==> config.mk <==
export PLATFORM = sky130hd
export DESIGN_NAME = imem_loader
export DESIGN_NICKNAME = d
export VERILOG_FILES = /design/src/rtl/imem_loader.sv
export SDC_FILE = /design/constraint.sdc
export NUM_CORES = 1
export LEC_CHECK = 0
export CAP_MARGIN = 20
export CORE_ASPECT_RATIO = 2
export CORE_MARGIN = 8
export CORE_UTILIZATION = 59
export CTS_BUF_LIST = sky130_fd_sc_hd__clkbuf_4
export DETAILED_ROUTE_END_ITERATION = 16
export PLACE_DENSITY_LB_ADDON = 0.25
export SLEW_MARGIN = 20
export SYNTH_ARGS = -nofsm -noshare
export SYNTH_HDL_FRONTEND = slang
export SYNTH_SLANG_ARGS = --single-unit
export TNS_END_PERCENT = 5
==> constraint.sdc <==
create_clock -name clk -period 7.4 [get_ports clk]
set_input_delay 1.85 -clock clk [delete_from_list [all_inputs] [get_ports clk]]
set_output_delay 1.85 -clock clk [all_outputs]
set_load 0.02 [all_outputs]
==> src/rtl/imem_loader.sv <==
// Boot loader: frames a little-endian byte stream (word count, then words) into
// two-cycle instruction-memory writes. Optional trailer checksum: IMEM_LOADER_CHECKSUM_EN.
module imem_loader #(
   parameter logic [13:0] BASE_ADDR = 14'd0
) (
   input  logic        clk,
   input  logic        reset,
   input  logic        in_valid,
   input  logic [7:0]  in_data,
   output logic        in_ready,
   output logic [13:0] imem_addr,
   output logic [31:0] imem_data,
   output logic        imem_wr_en,
   output logic        cpu_hold,
   output logic        done,
   output logic        error,
   output logic [14:0] words_written
);

   // state     | meaning
   // S_HDR     | collecting the 4-byte word count
   // S_DATA    | collecting a 4-byte instruction word
   // S_WR_SETUP| addr/data presented, write enable low
   // S_WR_COMMIT| addr/data held, write enable high for one cycle
   // S_CSUM    | collecting the 4-byte checksum trailer
   // S_DONE    | load complete, core released
   // S_ERR     | framing or checksum failure, core held
   typedef enum logic [2:0] {
      S_HDR, S_DATA, S_WR_SETUP, S_WR_COMMIT, S_CSUM, S_DONE, S_ERR
   } state_t;

   state_t      state, next_state;
   logic [1:0]  byte_cnt;
   logic [31:0] count;
   logic [31:0] word;
   logic        take;
   logic        last_byte;
   logic [31:0] hdr_full;
   logic [31:0] word_full;
`ifdef IMEM_LOADER_CHECKSUM_EN
   logic [31:0] sum;
`endif

   always_comb begin
      next_state = state;
      take       = in_valid && in_ready;
      last_byte  = take && (byte_cnt == 2'd3);
      hdr_full   = {in_data, count[23:0]};
      word_full  = {in_data, word[23:0]};
      case (state)
         S_HDR: begin
            if (last_byte) begin
               if (hdr_full == 32'd0) begin
`ifdef IMEM_LOADER_CHECKSUM_EN
                  next_state = S_CSUM;
`else
                  next_state = S_DONE;
`endif
               end else if (hdr_full > 32'd16384) begin
                  next_state = S_ERR;
               end else begin
                  next_state = S_DATA;
               end
            end
         end
         S_DATA: begin
            if (last_byte) next_state = S_WR_SETUP;
         end
         S_WR_SETUP: next_state = S_WR_COMMIT;
         S_WR_COMMIT: begin
            if ({17'd0, words_written + 15'd1} == count) begin
`ifdef IMEM_LOADER_CHECKSUM_EN
               next_state = S_CSUM;
`else
               next_state = S_DONE;
`endif
            end else begin
               next_state = S_DATA;
            end
         end
`ifdef IMEM_LOADER_CHECKSUM_EN
         S_CSUM: begin
            if (last_byte) next_state = (word_full == sum) ? S_DONE : S_ERR;
         end
`endif
         S_DONE:  next_state = S_DONE;
         S_ERR:   next_state = S_ERR;
         default: next_state = S_ERR;
      endcase
   end

   // Outputs are registered from next_state so they change on the same edge as the state.
   always_ff @(posedge clk) begin
      if (reset) begin
         state         <= S_HDR;
         byte_cnt      <= 2'd0;
         count         <= 32'd0;
         word          <= 32'd0;
         in_ready      <= 1'b0;
         imem_addr     <= 14'd0;
         imem_data     <= 32'd0;
         imem_wr_en    <= 1'b0;
         cpu_hold      <= 1'b1;
         done          <= 1'b0;
         error         <= 1'b0;
         words_written <= 15'd0;
`ifdef IMEM_LOADER_CHECKSUM_EN
         sum           <= 32'd0;
`endif
      end else begin
         state      <= next_state;
         in_ready   <= (next_state == S_HDR) || (next_state == S_DATA) ||
                       (next_state == S_CSUM);
         imem_wr_en <= (next_state == S_WR_COMMIT);
         cpu_hold   <= (next_state != S_DONE);
         done       <= (next_state == S_DONE);
         error      <= (next_state == S_ERR);

         if (next_state != state) byte_cnt <= 2'd0;
         else if (take)           byte_cnt <= byte_cnt + 2'd1;

         if (take && state == S_HDR) count[{byte_cnt, 3'b000} +: 8] <= in_data;
         if (take && (state == S_DATA || state == S_CSUM))
            word[{byte_cnt, 3'b000} +: 8] <= in_data;

         if (state == S_DATA && next_state == S_WR_SETUP) begin
            imem_addr <= BASE_ADDR + words_written[13:0];
            imem_data <= word_full;
         end

         if (state == S_WR_COMMIT) begin
            words_written <= words_written + 15'd1;
`ifdef IMEM_LOADER_CHECKSUM_EN
            sum           <= sum + imem_data;
`endif
         end
      end
   end

endmodule

==> results of run 1 <==
## Yosys cell counts, drive strengths merged (4+ instances only)
cell,instances
o21ai,8
nor3,6
nand3,20
mux2i,4
a21oi,119
or3,4
xor2,15
ha,5
xnor2,14
or4,4
clkbuf,39
nand4,10
dfxtp,127
and3,7
buf,9
nor4,9
nand2,147
inv,6
and4,4
nor2,124
## worst paths after layout
check	slack (ns)	start	to	cells after the start
max	3.59	words_written[4]$_SDFFE_PP0P_	words_written[4]	1
min reg2reg	0.45	imem_addr[9]$_SDFFE_PP0P_	imem_addr[9]$_SDFFE_PP0P_	2
max reg2reg	4.32	state[0]$_SDFF_PP0_	cpu_hold$_SDFF_PP1_	6
min	0.45	imem_addr[9]$_SDFFE_PP0P_	imem_addr[9]$_SDFFE_PP0P_	2
## per-stage QoR
stage | power [mW] | instances | hold slack (ns)
2_1_floorplan | 0.744 | 709 | 0.432
3_3_place_gp | 0.764 | 841 | 0.436
3_5_place_dp | 0.765 | 841 | 0.444
4_1_cts | 1.20 | 871 | 0.456
5_1_grt | 1.24 | 872 | 0.474
6_report | 1.19 | 872 | 0.453
## layout make-up
class / instances / area [sq um]
Fill cell: 743 / 2600
Clock inverter: 9 / 95.1
Clock buffer: 21 / 158
Multi-Input combinational cell: 528 / 2630
Antenna cell: 1 / 2.50
Sequential cell: 127 / 2540
Timing Repair Buffer: 78 / 777
Tap cell: 102 / 128
Inverter: 6 / 22.5
## logic make-up after synthesis
group / synth area share, %
flops: 47.1
mux: 0.742
buf+inv: 4.08
xor+xnor: 4.71
compound gates: 14.6
fa+ha+maj: 1.16
simple gates: 27.6
## state kept, by name, summed over array words and instances (netlist names), 2 cells and up
name and cells:
words_written 15, count 32, imem_data 32, word 24, byte_cnt 2, imem_addr 14, state 3
## routing by layer
layer	routed length, microns	vias to the layer above	global-route usage [%]
li1	-	2475	-
met1	4970	2311	20.1
met2	7260	176	40.4
met3	730	61	6.46
met4	642	0	13.1
met5	0	-	0
## power groups by stage
stage	logic, mW	clock network [mW]	registers [mW]
after floorplan	0.0379	0	0.706
after CTS	0.0580	0.450	0.691
after global placement	0.0570	0	0.707
after detailed placement	0.0577	0	0.707
final	0.0591	0.442	0.692
after global routing	0.0640	0.480	0.692
==> impl_metrics.tcl, run 1 <==
set metrics [dict create \
    cp_slowest_stage_delay_ns 0.72 \
    gp_congestion 0.914 \
    cp-start-kind "flip-flop" \
    die-area_sq_um 12600 \
    path_clk_slew_ns 0.10 \
    synth.top_cell.area_share_pct 47.1 \
    cts_setup_buffers 0 \
    fin_skew_ns 0.0106 \
    drt-initial-drc-count 300 \
    p_int_mw 0.912 \
    grt_pass1_vias 4890 \
    syn_inst 709 \
    syn_area_per_cell_sq_um 7.61 \
    ys_top_cells_by_area "dfxtp_1 (47%), a21oi_1 (11%), nand2_1 (10%)" \
    final_common_cell "nand2_1" \
    clk_latency_ns 0.53 \
    hold_buffers 0 \
    hold_path_class "reg2reg" \
    synth_ff_type "dfxtp_1" \
    drive_gt1_share_pct 4.55 \
    seqPwrFrac_pct 58.0 \
    fmax_mhz 263 \
    vdd.ir_drop.worst_mv 0.162 \
    grt_first_pass_wirelength_microns 22700 \
    ys_ff_latch 127 \
    numPortBuffers 76 \
    status "completed" \
    clk_path_buf_depth 2 \
    crit_required_ns 5.55 \
    cts_buffers 17 \
    wl_per_cell_microns 15.6 \
    synth_cell_types 46 \
    hold_viol 0 \
    drv_cap 0 \
    cts_tree "done" \
    synth_edf_count 0 \
    pwr-share-clk_pct 37.0 \
    final-setup-viol-count 0 \
    p_leak_nw 2.21 \
    final_cell_mix "nand2_1 (147), dfxtp_1 (127), nor2_1 (124)" \
    cts-root-buf "clkbuf_4" \
    critPathBufInv 1 \
    ant_nets 0 \
    slew_headroom_pct 31.7 \
    worst-setup-path-type "reg2out" \
    fin_area_sq_um 6350 \
    hpwl_microns 9720 \
    routed_wl_microns 13600 \
    clkSinkCount 127 \
    endpoint_kind "output port" \
    overflow 0 \
    htree_levels 4 \
    place_area_sq_um 6100 \
    swShare_pct 23.5 \
    die_y_microns 151 \
    vias_per_cell 5.76 \
    p_per_area_nw_per_um2 188 \
    drtPass1Iterations 5 \
    tns_ns 0 \
    switching_power_mw 0.280 \
    vias 5023 \
    yosysSeqAreaShare_pct 47.1 \
    ctsResizeCount 0 \
    synth.net_count 725 \
    die_x_microns 83.6 \
    worst_ep_arrival_time_ns 1.96 \
    synthArstFlopShare_pct 0 \
    area_delta_synth_final_pct 17.8 \
    rsz0062_at_grt "no" \
    slew_violations 0 \
    min_period_over_period_pct 51.4 \
    yosysTopAreaCell "dfxtp_1" \
    worstPathMaxFanout 15 \
    grt_max_degree 125 \
    min_period_ns 3.81 \
    antenna_found_initial 1 \
    syn-cell-area_sq_um 5390 \
    worstMarginPinSlew_ns 1.02 \
    ys_warn_count 0 \
    slowest_stage "clkdlybuf4s50_1" \
    gr-usage-all-layers_pct 21.7 \
    drcViolationCount 0 \
    place_ws_ns 3.28 \
    power_frac_comb_pct 5.0 \
    path_cells "clkdlybuf4s50_1" \
    rows 49 \
    pin_count 77 \
    critical_path.top_delay_family "buffers and inverters" \
    finalNetCount 774 \
    setup_ws_ns 3.59 \
    start_util_pct 60.2 \
    core_area_sq_um 8950 \
    fin_util_pct 71.0 \
]
Power figures use the tool's default switching activity.
==> run 2, diff against run 1 <==
--- a/config.mk
+++ b/config.mk
@@ -8,7 +8,7 @@
 export CAP_MARGIN = 20
 export CORE_ASPECT_RATIO = 2
 export CORE_MARGIN = 8
-export CORE_UTILIZATION = 59
+export CORE_UTILIZATION = 51
 export CTS_BUF_LIST = sky130_fd_sc_hd__clkbuf_4
 export DETAILED_ROUTE_END_ITERATION = 16
 export PLACE_DENSITY_LB_ADDON = 0.25
==> constraint.sdc (replaced) <==
create_clock -name clk -period 3.35 [get_ports clk]
set_input_delay 0.8375 -clock clk [delete_from_list [all_inputs] [get_ports clk]]
set_output_delay 0.8375 -clock clk [all_outputs]
set_load 0.02 [all_outputs]
==> run 2 against run 1 <==
  * Power rose by 140%
  * Sequential share of layout area fell by 1.2 points
  * Largest cell class unchanged
  * Combinational power rose by 130%
  * Flip-flop and latch count did not move
  * Via count fell by 0.52%
  * Sequential power rose by 120%
  * Setup slack got worse by 3.2 ns
  * Hold slack improved by 0.0021 ns
  * Clock skew rose by 0.0054 ns
==> impl_metrics.tcl, run 2 (synthesis gave the netlist of run 1 again) <==
set metrics [dict create \
    htree_levels 4 \
    clk_path_buf_depth 2 \
    hold_buffers 0 \
    overflow 0 \
    slew_violations 0 \
    place_area_sq_um 6230 \
    path_clk_slew_ns 0.12 \
    ant_nets 0 \
    grt_pass1_vias 4932 \
    dp.cells 886 \
    status "completed" \
    min_period_over_period_pct 89.0 \
    finalNetCount 784 \
    drv_cap 0 \
    p_per_area_nw_per_um2 433 \
    numPortBuffers 76 \
    crit_required_ns 3.77 \
    fin_area_sq_um 6550 \
    drcViolationCount 0 \
    grt_max_degree 77 \
    worst-setup-path-type "reg2reg" \
    die_x_microns 88.7 \
    fmax_mhz 336 \
    fin_skew_ns 0.0160 \
    grt_first_pass_wirelength_microns 23400 \
    hold_path_class "reg2reg" \
    gr-usage-all-layers_pct 21.0 \
    final_cell_mix "nand2_1 (147), dfxtp_1 (127), nor2_1 (124)" \
    clkSinkCount 127 \
    die-area_sq_um 14300 \
    vias_per_cell 5.44 \
    min_period_ns 2.98 \
    start_util_pct 51.8 \
    final_cells 919 \
    slew_headroom_pct 39.0 \
    vdd.ir_drop.worst_mv 0.354 \
    clk_latency_ns 0.53 \
    worstMarginPinSlew_ns 0.908 \
    timing.hold.ws_ns 0.455 \
    core_area_sq_um 10400 \
    p_leak_nw 2.28 \
    cts_tree "done" \
    vias 4997 \
    antenna_found_initial 1 \
    rows 53 \
    tns_ns 0 \
    drt-initial-drc-count 248 \
    pin_count 77 \
    routed_wl_microns 14300 \
    cts_buffers 17 \
    rsz0062_at_grt "no" \
    final-setup-viol-count 0 \
    gp_congestion 0.914 \
    endpoint_kind "flip-flop" \
    ctsResizeCount 0 \
    hpwl_microns 10600 \
    worstPathMaxFanout 8 \
    hold_viol 0 \
    cts_setup_buffers 0 \
    drtPass1Iterations 5 \
    cts-root-buf "clkbuf_4" \
    area_delta_synth_final_pct 21.5 \
    top_regs "count x32, imem_data x32, word x24" \
    final_common_cell "nand2_1" \
    wl_per_cell_microns 15.6 \
    drive_gt1_share_pct 6.15 \
    worst_ep_arrival_time_ns 3.40 \
    cp-start-kind "flip-flop" \
    die_y_microns 161 \
]
==> run 2: changes by cell type in the layout (fill, tap and decap cells not counted), sizes merged <==
cell,delta
clkbuf,-4
bufinv,+2
buf,+10
clkinvlp,+2
inv,+2
==> run 2: worst max-delay path, cell delays in order, from the launching register on <==
cell	delay, ns
dfxtp_1	0.51
ha_1	0.37
and4_1	0.42
nand4_1	0.16
xnor2_1	0.15
or4_1	0.55
or4_4	0.53
a21o_1	0.19
==> run 2: routing by layer <==
| metal | up-vias | wire [microns] | track usage, % | share of wire, % |
|---|---|---|---|---|
| li1 | 2496 | - | - | - |
| met1 | 2309 | 5190 | 19.6 | 36 |
| met2 | 133 | 7800 | 38.6 | 54 |
| met3 | 59 | 549 | 4.22 | 3.8 |
| met4 | 0 | 777 | 14.0 | 5.4 |
| met5 | - | 0 | 0 | 0 |
==> run 2: path summary, 6_finish.rpt <==
check	slack [ns]	startpoint	end	cells past startpoint
setup / recovery	0.37	words_written[0]$_SDFFE_PP0P_	cpu_hold$_SDFF_PP1_	7
hold reg to reg	0.45	imem_addr[10]$_SDFFE_PP0P_	imem_addr[10]$_SDFFE_PP0P_	2
setup reg to reg	0.37	words_written[0]$_SDFFE_PP0P_	cpu_hold$_SDFF_PP1_	7
hold / removal	0.45	imem_addr[10]$_SDFFE_PP0P_	imem_addr[10]$_SDFFE_PP0P_	2
==> run 2: cell type report <==
type	instances	area, sq um
Fill cell	981	3860
Multi-Input combinational cell	528	2640
Sequential cell	127	2540
Timing Repair Buffer	88	861
Clock inverter	15	191
Tap cell	137	171
Clock buffer	17	128
Inverter	6	22.5
Antenna cell	1	2.50
==> run 2: through the flow <==
step	worst slack (ns)	util [%]	power (mW)
4_1_cts	0.381	62.9	2.85
5_1_grt	0.232	62.9	2.94
2_1_floorplan	0.437	-	1.64
6_report	0.369	62.9	2.84
3_3_place_gp	0.423	59.9	1.69
3_5_place_dp	0.410	59.9	1.70
==> run 2: power by group <==
part           total [mW]  internal [mW]  switching [mW]
registers            1.53           1.52          0.0112
clock network        1.17          0.588           0.586
logic               0.134         0.0442          0.0894
